--- config.mk ---
export PLATFORM = sky130hd
export DESIGN_NAME = foreperiod_gen
export DESIGN_NICKNAME = d
export VERILOG_FILES = /design/src/rtl/foreperiod_gen.sv
export SDC_FILE = /design/constraint.sdc
export NUM_CORES = 1
export LEC_CHECK = 0
export ABC_AREA = 0
export CORE_MARGIN = 3
export CORE_UTILIZATION = 50
export DETAILED_ROUTE_END_ITERATION = 12
export GPL_ROUTABILITY_DRIVEN = 0
export PLACE_DENSITY = 0.73
export SKIP_CTS_REPAIR_TIMING = 1
export SYNTH_ARGS = -nofsm -noshare
export SYNTH_HDL_FRONTEND = slang
export SYNTH_SLANG_ARGS = --single-unit
--- constraint.sdc ---
create_clock -name clk_50M -period 2.54 [get_ports clk_50M]
set_input_delay 0.381 -clock clk_50M [delete_from_list [all_inputs] [get_ports clk_50M]]
set_output_delay 0.381 -clock clk_50M [all_outputs]
set_load 0.01 [all_outputs]
--- src/rtl/foreperiod_gen.sv ---
// rtl/foreperiod_gen.sv - random foreperiod generator for the reaction timer
// Optional FOREPERIOD_FIXED_EN: foreperiod is always MIN_MS (LFSR keeps running).
module foreperiod_gen #(
    parameter int CLK_HZ     = 50000000,
    parameter int MIN_MS     = 1000,
    parameter int RANGE_BITS = 11
) (
    input  logic        clk_50M,
    input  logic        clear,
    input  logic        arm,
    input  logic        abort,
    output logic        go_pulse,
    output logic        early_pulse,
    output logic        waiting,
    output logic [11:0] delay_ms,
    output logic [11:0] remaining_ms
);

    localparam int CYC_PER_MS = CLK_HZ / 1000;
    localparam int PS_W       = (CYC_PER_MS > 2) ? $clog2(CYC_PER_MS) : 1;
    localparam logic [PS_W-1:0] PS_MAX = PS_W'(CYC_PER_MS - 1);
    localparam logic [15:0] LFSR_SEED = 16'hACE1;

    if ((MIN_MS + (1 << RANGE_BITS) - 1) > 4095) begin : g_width_check
        $error("foreperiod_gen: MIN_MS + 2^RANGE_BITS - 1 exceeds 12 bits");
    end

    typedef enum logic [1:0] {
        IDLE = 2'd0,
        WAIT = 2'd1,
        FIRE = 2'd2
    } state_t;

    state_t          state;
    logic [15:0]     lfsr;
    logic [PS_W-1:0] prescaler;
    logic            lfsr_fb;
    logic [11:0]     next_delay;

    assign lfsr_fb = lfsr[15] ^ lfsr[13] ^ lfsr[12] ^ lfsr[10];

`ifdef FOREPERIOD_FIXED_EN
    assign next_delay = 12'(MIN_MS);
`else
    assign next_delay = 12'(MIN_MS) + 12'(lfsr[RANGE_BITS-1:0]);
`endif

    always_ff @(posedge clk_50M) begin
        if (clear) begin
            state        <= IDLE;
            lfsr         <= LFSR_SEED;
            prescaler    <= '0;
            go_pulse     <= 1'b0;
            early_pulse  <= 1'b0;
            waiting      <= 1'b0;
            delay_ms     <= 12'd0;
            remaining_ms <= 12'd0;
        end else begin
            lfsr        <= {lfsr[14:0], lfsr_fb};
            go_pulse    <= 1'b0;
            early_pulse <= 1'b0;
            case (state)
                IDLE: begin
                    if (arm) begin
                        delay_ms     <= next_delay;
                        remaining_ms <= next_delay;
                        prescaler    <= '0;
                        waiting      <= 1'b1;
                        state        <= WAIT;
                    end
                end
                WAIT: begin
                    // abort beats a coincident final tick, so no go can follow it
                    if (abort) begin
                        early_pulse  <= 1'b1;
                        remaining_ms <= 12'd0;
                        prescaler    <= '0;
                        waiting      <= 1'b0;
                        state        <= IDLE;
                    end else if (prescaler == PS_MAX) begin
                        prescaler <= '0;
                        if (remaining_ms <= 12'd1) begin
                            remaining_ms <= 12'd0;
                            waiting      <= 1'b0;
                            go_pulse     <= 1'b1;
                            state        <= FIRE;
                        end else begin
                            remaining_ms <= remaining_ms - 12'd1;
                        end
                    end else begin
                        prescaler <= prescaler + 1'b1;
                    end
                end
                FIRE: begin
                    state <= IDLE;
                end
                default: begin
                    state <= IDLE;
                end
            endcase
        end
    end

endmodule

Word-level counts from Yosys, hierarchy flattened
Index checks and enable logic that the tools add are counted.
Storage, ports and cells
  register bits after elaboration: 61
  input bits: 4
Cells by class
  $add $sub $neg: 3
  order comparisons: 1
  equal/unequal tests: 5
  multiplexer cells: 21
  bitwise gates (word level): 5
  reduce and logical (&&, ||, !) cells: 9
Operators with widths (number)
  $mux W12: 4
  $mux W16: 3
  $pmux W16 S2: 1
  $pmux W12 S2: 1
  $add A16 B1 Y16 const B: 1
  $eq A16 B16 Y1 const B: 1
  $add A10 B11 Y12 const A: 1
  $le A12 B1 Y1 const B: 1
  $sub A12 B1 Y12 const B: 1
  $mux W2: 4
  $mux W1: 6
  $ne A3 B3 Y1 const B: 2
  $reduce_and A3 Y1: 2
  $pmux W2 S2: 1
  $reduce_and A2 Y1: 2
  $reduce_and A4 Y1: 1
  $reduce_or A4 Y1: 1
  $xor A1 B1 Y1: 3
  $eq A2 B1 Y1 const B: 1
  $logic_not A2 Y1: 1
  $ne A2 B2 Y1 const B: 1
  $not A1 Y1: 2
  $pmux W1 S2: 1
  $reduce_bool A2 Y1: 1
  $reduce_or A2 Y1: 1

Depth between registers and ports, before layout
  depth after elaboration: 5
  depth in mapped cells: 8

Worst setup path before layout
OpenSTA, ideal clock, no wires.
  path type: reg2reg
  start point: register lfsr[3]
  end point: register remaining_ms[11]
  setup time: 0.131 ns
  arrival: 1.930 ns
  data required time: 2.409 ns
  path slack: 0.479 ns
  cell stages (with the launch flop): 7
  buffers on the path: 0
  cells stage by stage: dfxtp_1 -> ha_1 -> or3_1 -> or4_1 -> a21o_1 -> a221oi_1 -> nor3_1
On the way
  word-level cells in the longest chain between the ends: 3
RTL lines
  start, declared: RTL line 35  | logic [15:0] lfsr;
  start signal, assigned: RTL line 59  | lfsr <= {lfsr[14:0], lfsr_fb};
  $add A10 B11 Y12: RTL line 45  | assign next_delay = 12'(MIN_MS) + 12'(lfsr[RANGE_BITS-1:0]);
  $mux W12: RTL line 64  | if (arm) begin
  $pmux W12 S2: RTL line 62  | case (state)
  end signal, assigned: RTL line 66  | remaining_ms <= next_delay;
  end signal, assigned: RTL line 88  | remaining_ms <= remaining_ms - 12'd1;
  end, declared: RTL line 16  | output logic [11:0] remaining_ms
No other way between the ends. The select of a mux whose other input is x is not followed.
A chain may end at the register's enable or synchronous reset.

Worst setup path after layout
  start point: register remaining_ms[4]
  end point: register remaining_ms[7]
On the way
  word-level cells in the longest chain between the ends: 5
  elaborated cells between the ends (all ways): 6
  those cells by class: 1 x add/sub; 1 x order compare; 4 x mux
RTL lines
  $sub A12 B1 Y12 or $le A12 B1 Y1 (tied branches): RTL line 88, 82
  $mux W12 (*): RTL line 82  | if (remaining_ms <= 12'd1) begin
  $mux W12 (*): RTL line 80  | end else if (prescaler == PS_MAX) begin
  $mux W12 (*): RTL line 74  | if (abort) begin
  $pmux W12 S2 (*): RTL line 62
Every way passes the cells marked *; elsewhere a longest branch is shown, timed or not. The select of a mux whose other input is x is not followed.

==> qor.csv <==
metric,value,unit
yosys_warnings,0,
synth_edf_count,0,
finalSetupViolCount,0,
via_count,2376,
syn_avg_cell_area,8.71,um2
netlist_instances,317,
use_met2,32.0,%
period_minus_slack,2.36,ns
cts_tree,yes,
fp.dieW,80.3,um
finClkSkew,0.00592,ns
wl_per_cell,15.0,um
p_total,2.58,mW
drt-pass1-iter-count,4,
diodes,0,
via_per_inst,5.63,
final_layout_size_suffix_gt1_share,11.4,%
synth-seq-area-share,44.2,%
rows,26,
drt_iter0_drc,149,
finalMaxSlewViolations,0,
clk_latency,0.34,ns
worstMarginPinSlew,0.950,ns
yosys.cell_types.count,47,
cp-start-kind,register,
clk_path_buf_depth,2,
synth_nets,325,
coreArea,0.00524,mm2
yosysMostFrequentCell,dfxtp_1,
drc,0,
grt_usage,21.6,%
htreeDepth,3,
netlist.area_leader.share,44.2,%
end_kind,register,
yosysTopAreaCell,dfxtp_1,
place_area,0.00312,mm2
ios,31,
hp-class,register to register,
port_buffers,30,
antenna_found_initial,0,
ys_top_cells_by_count,"dfxtp_1, nor2_1, nand2_1, nor3_1",
grt-busiest-layer,met2,
rsz0062_at_grt,no,
final_core_util,64.1,%
grt_pass1_wl,10800,um
area_growth,21.6,%
maxCapViolations,0,
syn_area,0.00276,mm2
ys.flop_type,dfxtp_1,
wirelength,6350,um
p_leak,1.20,nW
yosys-top-cells-area,"dfxtp_1, nor2_1, xnor2_1",
ys_ff_latch,61,
final_area,0.00336,mm2
gr-total-overflow,0,
clock-root-buffer,clkbuf_8,
fin_tns_setup,0,ns
powerDensity,768,mW/mm2
drtAntennaViolNets,0,
peakVddDrop,0.000624,V
numCtsBuffers,9,
die_y,80.3,um
async_flop_share,0,%
clk_pin_slew,0.06,ns
start_util,52.7,%
nNetsFinal,355,
hold_viol,0,
grt_pass1_vias,2267,
slew_headroom,36.4,%
period_share,93.1,%
grt.met3_usage,7.62,%
crit_type,register to register,
status,"complete, no violations",
worstPathArrival,2.58,ns
dieArea,0.00645,mm2
crit_required,2.75,ns
post-dp-hpwl,4420,um
path_max_fanout,11,
fmax,423,MHz
cts.sinks,61,
gr-usage-met1,28.5,%
grt_max_degree,37,
per-layer routing:
metal	up-vias	routed length, um	part of all wire, %
met5	-	0	0
met4	0	157	2.5
met1	1115	3020	48
met2	69	2790	44
met3	16	382	6.0
li1	1176	-	-
through the flow:
step	worst slack, ns	hold slack [ns]	cells
global placement	0.131	0.392	406
detailed placement	0.120	0.405	406
finish	0.176	0.418	422
floorplan	0.479	0.389	317
global route	0.0391	0.426	422
CTS	0.168	0.423	422
report_power, final:
part | total, mW | switching (mW) | internal, mW
Sequential | 1.09 | 0.0667 | 1.02
Combinational | 0.441 | 0.237 | 0.204
Clock | 1.05 | 0.371 | 0.678
area by class of cell:
cell class | instances | area [um2]
multi-input cells | 234 | 1450
clock buffers | 12 | 145
well taps | 70 | 87.6
repair buffers | 35 | 338
clock inverters | 4 | 95.1
fillers | 453 | 1880
flip-flops and latches | 61 | 1220
inverters | 6 | 22.5
critical path, stage by stage, from the launching register on:
cell	delay [ns]
dfxtp_1	0.37
or4_1	0.73
nor4_4	0.53
nor2_2	0.20
a221oi_1	0.33
nor4_1	0.09
layout by cell type (no fill, tap or decap), types with 3 or more instances in the layout:
| cell | n |
|---|---|
| nand2b_1 | 6 |
| nand2_1 | 25 |
| a31oi_1 | 4 |
| ha_1 | 4 |
| buf_4 | 5 |
| inv_1 | 6 |
| a221oi_1 | 3 |
| o21ai_0 | 12 |
| nor3_1 | 17 |
| nor4b_1 | 3 |
| nand4_1 | 5 |
| nor2_1 | 42 |
| a21oi_1 | 12 |
| xor2_1 | 11 |
| o31ai_1 | 3 |
| bufinv_16 | 3 |
| or4_1 | 4 |
| nor4_1 | 6 |
| or2_2 | 12 |
| nor2b_1 | 11 |
| clkdlybuf4s50_1 | 30 |
| dfxtp_1 | 61 |
| clkbuf_8 | 10 |
| xnor2_1 | 12 |
| nand3_1 | 4 |
| a211oi_1 | 9 |
worst paths after layout:
check / startpoint / endpoint / slack, ns / cells past startpoint
worst max-delay path: remaining_ms[4] / remaining_ms[7] / 0.18 / 5
worst min register to register: lfsr[14] / lfsr[15] / 0.42 / 1
worst max register to register: remaining_ms[4] / remaining_ms[7] / 0.18 / 5
worst min-delay path: lfsr[14] / lfsr[15] / 0.42 / 1
cells by family (layout without fill, tap and decap cells):
group,count (synthesis),after routing,share of synthesized area (%)
adders and majority gates,4,4,1.81
xor gates and xnor gates,23,23,7.29
buffers and inverters,22,57,3.53
AOI/OAI and AO/OA,55,55,13.2
DFF,61,61,44.2
and+or+nand+nor,152,152,30.0
registers in the layout (all words and copies together), names as in the netlist:
| name | count |
|---|---|
| lfsr | 16 |
| go_pulse | 1 |
| delay_ms | 12 |
| state | 2 |
| remaining_ms | 12 |
| waiting | 1 |
| prescaler | 16 |
| early_pulse | 1 |
Power figures use the tool's default switching activity.
